## config.mk

```make
export PLATFORM = sky130hd
export DESIGN_NAME = vid_sram_writer
export DESIGN_NICKNAME = d
export VERILOG_FILES = /design/src/rtl/vid_pkg.sv /design/src/rtl/vid_lane_pack.sv /design/src/rtl/vid_sram_writer.sv
export SDC_FILE = /design/constraint.sdc
export NUM_CORES = 1
export LEC_CHECK = 0
export CAP_MARGIN = 20
export CORE_ASPECT_RATIO = 0.8
export CORE_MARGIN = 3
export CORE_UTILIZATION = 25
export CTS_CLUSTER_DIAMETER = 60
export CTS_CLUSTER_SIZE = 14
export DETAILED_ROUTE_END_ITERATION = 10
export DONT_BUFFER_PORTS = 1
export GPL_TIMING_DRIVEN = 0
export HOLD_SLACK_MARGIN = 0.02
export PLACE_DENSITY_LB_ADDON = 0.12
export SLEW_MARGIN = 20
export SYNTH_ARGS = -nofsm -noshare
export SYNTH_HDL_FRONTEND = slang
export SYNTH_HIERARCHICAL = 1
export SYNTH_SLANG_ARGS = --single-unit
```

## constraint.sdc

```tcl
create_clock -name clk -period 2 [get_ports clk]
set_input_delay 0.4 -clock clk [delete_from_list [all_inputs] [get_ports clk]]
set_output_delay 0.4 -clock clk [all_outputs]
set_load 0.01 [all_outputs]
```

## src/rtl/vid_pkg.sv

```systemverilog
// Shared constants, state encoding and helpers for the vertex-ID SRAM writer.
package vid_pkg;

    localparam int VID_BW     = 16;
    localparam int Q          = 16;
    localparam int ADDR_SPACE = 5;
    localparam logic [VID_BW-1:0] PAD_VID = {VID_BW{1'b1}};

    typedef enum logic [1:0] {
        IDLE  = 2'd0,
        FILL  = 2'd1,
        WRITE = 2'd2,
        DONE  = 2'd3
    } state_e;

    // A single-lane build still needs a 1-bit counter to keep the ports legal.
    function automatic int lane_idx_w(input int lanes);
        return (lanes > 1) ? $clog2(lanes) : 1;
    endfunction

    localparam int LANE_W = lane_idx_w(Q);

endpackage

```

## src/rtl/vid_lane_pack.sv

```systemverilog
// Q-lane staging register: loads one vertex ID per handshake and presents the
// word as it will look after this cycle's load, so the writer can latch it directly.
module vid_lane_pack
    import vid_pkg::*;
(
    input  logic                  clk,
    input  logic                  rst_n,
    input  logic                  preset_i,
    input  logic                  load_i,
    input  logic [VID_BW-1:0]     vid_i,
    output logic                  last_lane_o,
    output logic [VID_BW*Q-1:0]   word_next_o
);

    logic [Q-1:0][VID_BW-1:0] lanes_q, lanes_d;
    logic [LANE_W-1:0]        cnt_q, cnt_d;

    always_comb begin
        lanes_d = lanes_q;
        cnt_d   = cnt_q;
        if (preset_i) begin
            lanes_d = {Q{PAD_VID}};
            cnt_d   = '0;
        end else if (load_i) begin
            lanes_d[cnt_q] = vid_i;
            cnt_d          = cnt_q + LANE_W'(1);
        end
    end

    always_ff @(posedge clk or negedge rst_n) begin
        if (!rst_n) begin
            lanes_q <= {Q{PAD_VID}};
            cnt_q   <= '0;
        end else begin
            lanes_q <= lanes_d;
            cnt_q   <= cnt_d;
        end
    end

    assign last_lane_o = (cnt_q == LANE_W'(Q - 1));
    assign word_next_o = lanes_d;

endmodule

```

## src/rtl/vid_sram_writer.sv

```systemverilog
// Packs a serial vertex-ID stream into Q-lane words and writes them to the
// vertex-ID SRAM at sequential addresses, reporting batch count, done and overflow.
//
//   state | meaning
//   IDLE  | after reset, waiting for start
//   FILL  | accepting IDs into the lane register
//   WRITE | one-cycle active-low write of the packed word
//   DONE  | session finished (last seen or SRAM full), waiting for start
module vid_sram_writer
    import vid_pkg::*;
(
    input  logic                  clk,
    input  logic                  rst_n,
    input  logic                  start,
    input  logic                  in_valid,
    output logic                  in_ready,
    input  logic [VID_BW-1:0]     in_vid,
    input  logic                  in_last,
    output logic                  sram_wsb,
    output logic [ADDR_SPACE-1:0] sram_waddr,
    output logic [VID_BW*Q-1:0]   sram_wdata,
    output logic [ADDR_SPACE:0]   batch_cnt,
    output logic                  done,
    output logic                  overflow
);

    state_e                  state_q;
    logic                    in_ready_q;
    logic                    wsb_q;
    logic [ADDR_SPACE-1:0]   waddr_q;
    logic [VID_BW*Q-1:0]     wdata_q;
    logic [ADDR_SPACE:0]     batch_q;
    logic                    done_q;
    logic                    ovf_q;
    logic                    last_q;

    logic                    hs;
    logic                    preset;
    logic                    last_lane;
    logic [VID_BW*Q-1:0]     word_next;

    assign hs     = in_valid && in_ready_q && (state_q == FILL);
    assign preset = (((state_q == IDLE) || (state_q == DONE)) && start)
                    || (state_q == WRITE);

    vid_lane_pack u_lane_pack (
        .clk         (clk),
        .rst_n       (rst_n),
        .preset_i    (preset),
        .load_i      (hs),
        .vid_i       (in_vid),
        .last_lane_o (last_lane),
        .word_next_o (word_next)
    );

    always_ff @(posedge clk or negedge rst_n) begin
        if (!rst_n) begin
            state_q    <= IDLE;
            in_ready_q <= 1'b0;
            wsb_q      <= 1'b1;
            waddr_q    <= '0;
            wdata_q    <= {Q{PAD_VID}};
            batch_q    <= '0;
            done_q     <= 1'b0;
            ovf_q      <= 1'b0;
            last_q     <= 1'b0;
        end else begin
            case (state_q)
                IDLE, DONE: begin
                    if (start) begin
                        state_q    <= FILL;
                        in_ready_q <= 1'b1;
                        waddr_q    <= '0;
                        batch_q    <= '0;
                        done_q     <= 1'b0;
                        ovf_q      <= 1'b0;
                        last_q     <= 1'b0;
                    end
                end
                FILL: begin
                    if (hs && (in_last || last_lane)) begin
                        state_q    <= WRITE;
                        in_ready_q <= 1'b0;
                        wsb_q      <= 1'b0;
                        waddr_q    <= batch_q[ADDR_SPACE-1:0];
                        wdata_q    <= word_next;
                        last_q     <= in_last;
                    end
                end
                WRITE: begin
                    wsb_q   <= 1'b1;
                    batch_q <= batch_q + (ADDR_SPACE+1)'(1);
                    if (last_q) begin
                        state_q <= DONE;
                        done_q  <= 1'b1;
                    end else if (waddr_q == '1) begin
                        // Last address used without in_last: stop rather than wrap.
                        state_q <= DONE;
                        done_q  <= 1'b1;
                        ovf_q   <= 1'b1;
                    end else begin
                        state_q    <= FILL;
                        in_ready_q <= 1'b1;
                    end
                end
                default: begin
                    state_q    <= IDLE;
                    in_ready_q <= 1'b0;
                    wsb_q      <= 1'b1;
                end
            endcase
        end
    end

    assign in_ready   = in_ready_q;
    assign sram_wsb   = wsb_q;
    assign sram_waddr = waddr_q;
    assign sram_wdata = wdata_q;
    assign batch_cnt  = batch_q;
    assign done       = done_q;
    assign overflow   = ovf_q;

endmodule

```

# --- Word level (Yosys, flattened, before mapping) ---
# Index checks and enable logic that the tools add are counted.
totals:
  register_bits: 534
  latchBits: 0
  ram_bits: 0
  rom_bits: 0
  input_bits: 21
  out_inout_bits: 271
  memories: 0
op_classes:
  n_addsub: 2
  multipliers: 0
  div: 0
  n_lt_le_gt_ge: 2
  n_eq_ne: 11
  shifts: 0
  muxes: 31
  bitwise_logic: 0
  n_reduce_logical: 22
ops:
  columns: ["cell", "count"]
  rows:
  - ["two-way mux 256 bit", 2]
  - ["bitwise mux 256 bit", 1]
  - ["demux 16 bit (select 4 bit)", 1]
  - ["two-way mux 16 bit", 1]
  - ["one-hot mux 6 bit (2 select lines)", 1]
  - ["two-way mux 5 bit", 2]
  - ["one-hot mux 5 bit (2 select lines)", 1]
  - ["two-way mux 1 bit", 9]
  - ["two-way mux 2 bit", 4]
  - ["two-way mux 4 bit", 2]
  - ["one-hot mux 1 bit (2 select lines)", 4]
  - ["AND reduction 2 bit", 4]
  - ["AND reduction 4 bit", 2]
  - ["nonzero test 2 bit", 4]
  - ["adder 6 x 1 -> 6 bit, second input constant", 1]
  - ["two-way mux 6 bit", 1]
  - ["inequality test 2 bit, second input constant", 3]
  - ["one-hot mux 2 bit (3 select lines)", 1]
  - ["AND reduction 3 bit", 2]
  - ["== test 5 bit, second input constant", 1]
  - ["logical AND 1 bit", 5]
  - ["less-than comparator 4 x 5 -> 1 bit, second input constant", 1]
  - ["adder 4 x 1 -> 4 bit, second input constant", 1]
  - ["== test 2 bit, second input constant", 2]
  - ["9 further kinds", 12]

# --- Longest topological paths before layout ---
# Gate-level depths: netlist of run 1.
logic_depth:
  word_depth: 7
  depth_mapped: 12

# --- By module ---
# The synthesis of run 1 kept the hierarchy.
modules_own_cells:
  columns: ["mod", "n_inst", "cells_per_inst", "area_per_inst_um2", "seq_area_each_um2"]
  rows:
  - ["vid_lane_pack", 1, 903, 11304.6, 6826.5]
  - ["vid_sram_writer", 1, 1174, 10938.0, 7178.1]

# --- Worst setup path before layout of run 1 ---
# Ideal clock, no wire load.
synth_timing:
  path_kind: "register -> register"
  start: "register state_q[0]"
  end: "register wdata_q[210] (netlist: sram_wdata[210])"
  setup_ps: 76
  arrival_ps: 1975
  required_ps: 1924
  setup_slack_ps: -51
  path_stages_with_launch: 13
  path_buffers: 4
  period_less_slack_ps: 2051
  cell_sequence: "dfrtp_1 inv_1 ha_1 buf_2 nand2_1 nand2b_1 buf_2 buf_2 nor2_1 buf_2 mux2i_1 nand2_1 nand2_1"
synth_between:
  elab_chain_len: 5
  word_cells_on_any_way: 12
  cone_classes: "eq/ne (3); mux (2); reduce/logical (7)"
synth_rtl:
  columns: ["element", "line_no", "source"]
  rows:
  - ["start, declared", "vid_sram_writer.sv:27", "state_e state_q;"]
  - ["start signal, assigned", "vid_sram_writer.sv:58", "state_q <= IDLE;"]
  - ["start signal, assigned", "vid_sram_writer.sv:71", "state_q <= FILL;"]
  - ["start signal, assigned", "vid_sram_writer.sv:82", "state_q <= WRITE;"]
  - ["== test 2 bit / logical NOT 2 bit (equally long branches)", "vid_sram_writer.sv:43", "assign preset = (((state_q == IDLE) || (state_q == DONE)) && start)"]
  - ["logical OR 1 bit", "vid_sram_writer.sv:43", null]
  - ["logical AND 1 bit", "vid_sram_writer.sv:43", null]
  - ["logical OR 1 bit *", "vid_sram_writer.sv:44", "|| (state_q == WRITE);"]
  - ["net preset", "vid_sram_writer.sv:38", "logic preset;"]
  - ["two-way mux 256 bit *", "vid_lane_pack.sv:21", "if (preset_i) begin"]
  - ["net word_next[210]", "vid_sram_writer.sv:40", "logic [VID_BW*Q-1:0] word_next;"]
  - ["end signal, assigned", "vid_sram_writer.sv:62", "wdata_q <= {Q{PAD_VID}};"]
  - ["end signal, assigned", "vid_sram_writer.sv:86", "wdata_q <= word_next;"]
  - ["end, declared", "vid_sram_writer.sv:31", "logic [VID_BW*Q-1:0] wdata_q;"]
# Mark *: on every way through the listed nets, which the timed path passes. The rest lies on a longest branch.
# A chain may end at the register's enable or synchronous reset.

# --- Worst setup path after layout of run 1 ---
layout_timing:
  start: "register state_q[1]"
  end: "register wdata_q[222] (netlist: sram_wdata[222])"
# The elaborated chain is that of the path after synthesis.

==> results of run 1 <==
per-layer routing:
| metal | global-route usage | up-vias |
|---|---|---|
| li1 | - | 7105 |
| met1 | 0.223 | 7771 |
| met2 | 0.252 | 262 |
| met3 | 0.0439 | 76 |
| met4 | 0.0337 | 0 |
| met5 | 0 | - |
critical path, cell delays in order, from the launching register on:
cell and delay [ns]:
dfrtp_1 0.40, buf_6 0.13, ha_4 0.16, buf_8 0.13, nand2b_4 0.21, buf_6 0.17
buf_12 0.14, nor2_4 0.12, buf_12 0.17, clkbuf_16 0.19, mux2i_1 0.11, nand2_1 0.09
nand2_1 0.05
layout make-up:
type                       instances  area, um^2  area share
buffer                           137        1950      0.0625
clock buffer                      59        1380      0.0442
clock inverter                    21         277     0.00886
inverter                           6        22.5    0.000722
multi-input combinational       1396        9470       0.304
sequential                       534       14000       0.449
tap                             1188        1490      0.0476
timing repair buffer             196        2610      0.0836
flip-flops by register name, summed over array words and instances (netlist names):
register	cells
sram_wdata	256
u_lane_pack/cnt_q	4
last_q	1
sram_wsb	1
batch_cnt	6
overflow	1
state_q	2
u_lane_pack/lanes_q	256
in_ready	1
sram_waddr	5
done	1
placed cells by master, fill, tap and decap left out, types with 5 or more instances in the layout:
master	n
nand2_1	735
dfstp_2	513
nor2_1	224
mux2i_4	126
buf_4	104
mux2i_1	89
clkbuf_16	81
buf_12	66
buf_6	66
mux2i_2	44
nand2_2	41
nor2_2	36
buf_8	27
nor2_4	23
dfrtp_1	19
buf_16	15
clkbuf_4	9
a22o_1	7
nand4b_1	7
buf_2	6
clkbuf_2	6
o21ai_0	6
ha_1	5
clkinv_2	5
clkbuf_8	5
cell families after synthesis:
group / count (synthesis) / share of synthesized area
DFF: 534 / 0.630
AOI/OAI and AO/OA: 29 / 0.00951
adders and majority gates: 8 / 0.00450
muxes: 261 / 0.118
xor gates and xnor gates: 2 / 0.000788
buffers and inverters: 147 / 0.0442
and+or+nand+nor: 1096 / 0.194
stage by stage:
step / cells / utilization / TNS [ns]
6_report: 3537 / 0.355 / -11.77
5_1_grt: 3537 / 0.355 / -40.97
4_1_cts: 3418 / 0.316 / -33.87
3_5_place_dp: 3265 / 0.271 / -553.31
3_3_place_gp: 3265 / 0.271 / -574.92
2_1_floorplan: 2077 / - / -2.12
power groups by stage:
| stage | registers, uW | clock network [uW] | logic [uW] |
|---|---|---|---|
| floorplan | 19800 | 0 | 6150 |
| global placement | 21300 | 0 | 8870 |
| detailed placement | 21300 | 0 | 8980 |
| CTS | 21200 | 10400 | 11600 |
| global route | 21500 | 10900 | 15700 |
| finish | 21000 | 9970 | 14300 |
worst max path at each step:
stage                                       from                           to  cells past startpoint
final                     state_q[1]$_DFFE_PN0P_  sram_wdata[222]$_DFFE_PN1P_                     12
after global routing      state_q[1]$_DFFE_PN0P_  sram_wdata[126]$_DFFE_PN1P_                     12
after CTS                 state_q[1]$_DFFE_PN0P_  sram_wdata[217]$_DFFE_PN1P_                     13
after detailed placement  state_q[0]$_DFFE_PN0P_  sram_wdata[104]$_DFFE_PN1P_                     12
after global placement    state_q[0]$_DFFE_PN0P_  sram_wdata[143]$_DFFE_PN1P_                     11
after floorplan           state_q[0]$_DFFE_PN0P_  sram_wdata[210]$_DFFE_PN1P_                     12
repair_timing:
| action | 4_1_cts | 5_1_grt |
|---|---|---|
| resized for setup | 362 | 446 |
| hold buffers | 2 | 4 |
| gates cloned | 9 | 27 |
| pin swaps | 34 | 95 |
| endpoints found under the hold margin | 535 | 40 |
| setup buffers | 62 | 91 |
| setup endpoints to repair | 525 | 515 |
==> results.tsv, run 1 <==
stage	metric	value	unit
outcome	status	complete, but fails checks	
outcome	violations	setup timing	
setup_path	endpoint_kind	flop	
drt	avgRoutedWirePerCell	22.7	um
timing	skew	0.0189	ns
setup_path	r2r-end	sram_wdata[222]$_DFFE_PN1P_	
final_layout	design_area	31200	um^2
power_and_ir_drop	p_switching	16800	uW
drt	wl_met2	36800	um
drt	drt-pass1-iter-count	4	
logic_synthesis	synth_top_cell_area_share	0.606	
logic_synthesis	syn_nets	2106	
drt	wirelength	80300	um
floorplanning	core	87900	um^2
cts	cts.sinks	534	
cts	htreeDepth	2	
setup_path	critPathKind	flop to flop	
setup_path	required	2.55	ns
timing	hold_ws	0.00652	ns
timing	rsz0062_at_grt	true	
global_route	grt_pass1_wl	110000	um
global_route	overflow	0	
global_route	grt_max_degree	535	
timing	timing.final.crit_period	2.16	ns
drt	drtIter0Drc	713	
power_and_ir_drop	p_comb_frac	0.315	
placement	portBuffers	0	
final_layout	layout-drive-gt1-share	0.516	
power_and_ir_drop	p_per_area	1450	nW/um^2
cts	worstSkewPairLatency	0.62	ns
final_layout	antenna_cells	0	
logic_synthesis	synth_cell_type_count	44	
timing	finalHoldViolCount	0	
floorplanning	start_util	0.253	
timing	worst_pin_slew	0.947	ns
power_and_ir_drop	p_int	28500	uW
logic_synthesis	ys_warn_count	6	
logic_synthesis	yosys-top-cells-area	dfstp_2 (61%), nand2_1 (13%), mux2i_1 (12%)	
logic_synthesis	synth_most_common_cell	nand2_1	
logic_synthesis	synth-seq-cells	534	
logic_synthesis	synthArstFlopShare	1.00	
cts	cts_buffers	52	
drt	viasPerCell	4.30	
drt	wl_met1	37700	um
setup_path	crit_path_start_kind	flop	
timing	max_clock_freq	464	MHz
placement	gp_congestion	0.739	
timing	relSlewSlack	0.368	
final_layout	fillerInstances	8671	
placement	placed_area	23800	um^2
power_and_ir_drop	finalPower	45300	uW
setup_path	reg2reg_slack	-0.16	ns
timing	final-max-slew-violation-count	0	
global_route	grt_util_all_layers	0.161	
cts	clockRootBuffer	clkbuf_16	
setup_path	cp_max_fo	7	
placement	dp_hpwl	47000	um
logic_synthesis	avgSynthCellArea	10.7	um^2
floorplanning	fp-row-count	97	
global_route	first_global_vias	15500	
logic_synthesis	synth_cells	2077	
cts	cts_tree	yes	
drt	met3_length	4460	um
floorplanning	dieArea	92600	um^2
timing	fin_ws	-0.157	ns
timing	post-route-period-util	1.08	
global_route	antenna_found_initial	2	
power_and_ir_drop	p_clk_frac	0.220	
run	maxCapViolations	0	
power_and_ir_drop	pwr-share-seq	0.465	
cts	clockBufferDepth	3	
timing	setup_viol	244	
power_and_ir_drop	netSwitchingFraction	0.371	
logic_synthesis	ys_seq_area_frac	0.630	
drt	ant_nets	0	
logic_synthesis	synth_top_area_cell	dfstp_2	
floorplanning	die_width	339	um
power_and_ir_drop	p_leak	0.0139	uW
setup_path	r2r-start	state_q[1]$_DFFE_PN0P_	
min_path	hp-class	primary input to asynchronous set/reset pin	
placement	place_ws	-1.54	ns
final_layout	nNetsFinal	2352	
setup_path	ff2ff_path_depth	12	
setup_path	cp.arrival	2.70	ns
drt	dr_total_vias	15200	
logic_synthesis	yosys_most_used_dff	dfstp_2	
cts	clkTransAtPathRegs	0.07	ns
logic_synthesis	syn-cell-area	22200	um^2
drt	drc_errors	0	
floorplanning	io_pins	292	
power_and_ir_drop	ir_drop	0.622	mV
floorplanning	die_y	273	um
logic_synthesis	synth_edf_count	0	
drt	highest_layer	met4	
final_layout	syn_to_final_growth	40.3	%
logic_synthesis	synthTopCellsByCount	nand2_1 (777), dfstp_2 (513), nor2_1 (283)	
Power figures use the tool's default switching activity.
==> inputs of run 2 (changes only) <==
- HOLD_SLACK_MARGIN: 0.02 -> unset
==> run 2 against run 1 <==
  * First-iteration DRC count down 7.9%
  * Flip-flop and latch count unchanged
  * Core utilization about the same
  * Via count down 0.24%
  * Non-clock buffer count down 2
  * Die area unchanged
  * The flow finishes with violations (hold timing, setup timing)
  * Wire length about the same
  * Sequential share of layout area about the same
  * Combinational power about the same
  * Critical path depth unchanged
  * Critical path type unchanged
  * Sequential power about the same
==> results.tsv, run 2 (synthesized netlist as in run 1, its figures left out) <==
stage	metric	value	unit	change
outcome	status	complete, but fails checks		
outcome	violations	hold timing, setup timing		
timing	skew	0.0178	ns	-0.00105 ns
drt	drtIter0Drc	657		-7.9%
floorplanning	fp-row-count	97		unchanged
timing	hold_ws	-0.0741	ns	-0.0806 ns
min_path	hp-class	primary input to asynchronous set/reset pin		
drt	viasPerCell	4.29		-0.18%
timing	finalHoldViolCount	6		+6
cts	clockRootBuffer	clkbuf_16		
cts	cts_tree	yes		
global_route	grt_util_all_layers	0.161		about the same
floorplanning	die_y	273	um	unchanged
final_layout	fillerInstances	8674		+0.035%
timing	post-route-period-util	1.09		+0.00712
timing	worst_pin_slew	1.04	ns	+0.0913 ns
global_route	use_met2	0.252		about the same
global_route	grt_max_degree	535		unchanged
global_route	grt.busiest_layer	met2		
global_route	grt_use_met3	0.0439		unchanged
setup_path	endpoint_kind	flop		
power_and_ir_drop	p_leak	0.0139	uW	about the same
cts	cts.sinks	534		unchanged
timing	timing.final.crit_period	2.17	ns	+0.0142 ns
floorplanning	dieArea	92600	um^2	unchanged
cts	clkTransAtPathRegs	0.07	ns	about the same
setup_path	cp_max_fo	5		-2
setup_path	required	2.56	ns	about the same
power_and_ir_drop	p_per_area	1450	nW/um^2	about the same
floorplanning	core	87900	um^2	unchanged
floorplanning	die_width	339	um	unchanged
final_layout	layout_commonest_cell	nand2_1		
cts	worstSkewPairLatency	0.62	ns	about the same
placement	gp_congestion	0.739		unchanged
timing	relSlewSlack	0.308		-0.0609
floorplanning	start_util	0.253		unchanged
timing	final-max-slew-violation-count	0		unchanged
placement	place_inst	3265		unchanged
final_layout	layoutNonFillerInstCount	3535		-0.057%
global_route	grt_pass1_wl	110000	um	about the same
setup_path	ff2ff_path_depth	12		unchanged
timing	max_clock_freq	461	MHz	-0.66%
cts	clockBufferDepth	3		unchanged
setup_path	critical-path-top-delay-family	buffers and inverters		
setup_path	reg2reg_slack	-0.17	ns	about the same
setup_path	critPathKind	flop to flop		
drt	ant_nets	0		unchanged
drt	avgRoutedWirePerCell	22.7	um	about the same
setup_path	r2r-end	sram_wdata[222]$_DFFE_PN1P_		
timing	fin_ws	-0.171	ns	-0.0142 ns
setup_path	r2r-start	state_q[1]$_DFFE_PN0P_		
final_layout	syn_to_final_growth	40.2	%	about the same
cts	htreeDepth	2		unchanged
run	maxCapViolations	0		unchanged
final_layout	nNetsFinal	2350		-0.085%
global_route	use_met1	0.223		about the same
final_layout	layout-drive-gt1-share	0.517		about the same
power_and_ir_drop	ir_drop	0.618	mV	-0.66%
placement	portBuffers	0		unchanged
floorplanning	io_pins	292		unchanged
setup_path	cp.arrival	2.73	ns	+0.03 ns
timing	setup_viol	229		-6.1%
global_route	first_global_vias	15500		-0.019%
setup_path	crit_chain	buf_6, ha_4, nand2_4, nand2b_4, buf_6, buf_12, nor2_4, buf_12, clkbuf_16, mux2i_1, nand2_1, nand2_1		
drt	dr_total_vias	15200		-0.24%
drt	drt-pass1-iter-count	4		unchanged
final_layout	antenna_cells	0		unchanged
setup_path	slowest_delay	0.40	ns	about the same
final_layout	utilization	0.355		about the same
drt	wirelength	80300	um	about the same
final_layout	most-common-layout-cells	nand2_1 (735), dfstp_2 (513), nor2_1 (224)		
global_route	antenna_found_initial	2		unchanged
global_route	overflow	0		unchanged
drt	drc_errors	0		unchanged
setup_path	crit_path_start_kind	flop		
final_layout	design_area	31200	um^2	about the same
placement	placed_area	23800	um^2	unchanged
setup_path	slowest_stage	dfrtp_1		
setup_path	path_buf_inv	5		-1
cts	cts_buffers	52		unchanged
placement	dp_hpwl	47000	um	unchanged
timing	rsz0062_at_grt	true		
[run 2: metrics by stage]
stage / setup WS (ns) / setup TNS, ns / hold WS, ns / power, uW
5_1_grt: -0.221 / -40.97 / 0.0181 / 48100
4_1_cts: -0.174 / -33.87 / -0.545 / 43200
3_5_place_dp: -1.54 / -553.31 / 0.137 / 30300
6_report: -0.171 / -10.32 / -0.0741 / 45300
2_1_floorplan: -0.0285 / -2.12 / 0.104 / 25900
3_3_place_gp: -1.91 / -574.92 / 0.136 / 30100
[run 2: what timing repair did]
action / in CTS / in global routing
buffers inserted: 62 / 91
pin swaps: 34 / 95
gates cloned: 9 / 27
hold endpoints to repair: 535 / 40
hold buffers: 1 / 3
resized for setup: 362 / 446
setup endpoints to repair: 525 / 515
[run 2: how the worst max path moves through the flow]
stage	from	endpoint	slack [ns]	depth (start not counted)
detailed placement	state_q[0]$_DFFE_PN0P_	sram_wdata[104]$_DFFE_PN1P_	-1.54	12
floorplan	state_q[0]$_DFFE_PN0P_	sram_wdata[210]$_DFFE_PN1P_	-0.03	12
CTS	state_q[1]$_DFFE_PN0P_	sram_wdata[217]$_DFFE_PN1P_	-0.17	13
finish	state_q[1]$_DFFE_PN0P_	sram_wdata[222]$_DFFE_PN1P_	-0.17	12
global placement	state_q[0]$_DFFE_PN0P_	sram_wdata[143]$_DFFE_PN1P_	-1.91	11
global route	state_q[1]$_DFFE_PN0P_	sram_wdata[126]$_DFFE_PN1P_	-0.22	12
[run 2: final cells by class]
type                       count  area, um^2  share of cell area
sequential                   534       14000               0.449
multi-input combinational   1396        9470               0.304
timing repair buffer         194        2590              0.0830
buffer                       137        1950              0.0626
tap                         1188        1490              0.0477
clock buffer                  59        1380              0.0442
clock inverter                21         277             0.00887
inverter                       6        22.5            0.000722
[run 2: power by group]
part	switching (uW)	total (uW)	internal (uW)
registers	4200	21100	16800
logic	8100	14300	6160
clock network	4500	9980	5470
total	16800	45300	28500
[run 2: metal layers]
layer,up-vias,share of wire
li1,7101,-
met1,7750,0.47
met2,251,0.46
met3,76,0.055
met4,0,0.017
met5,-,0
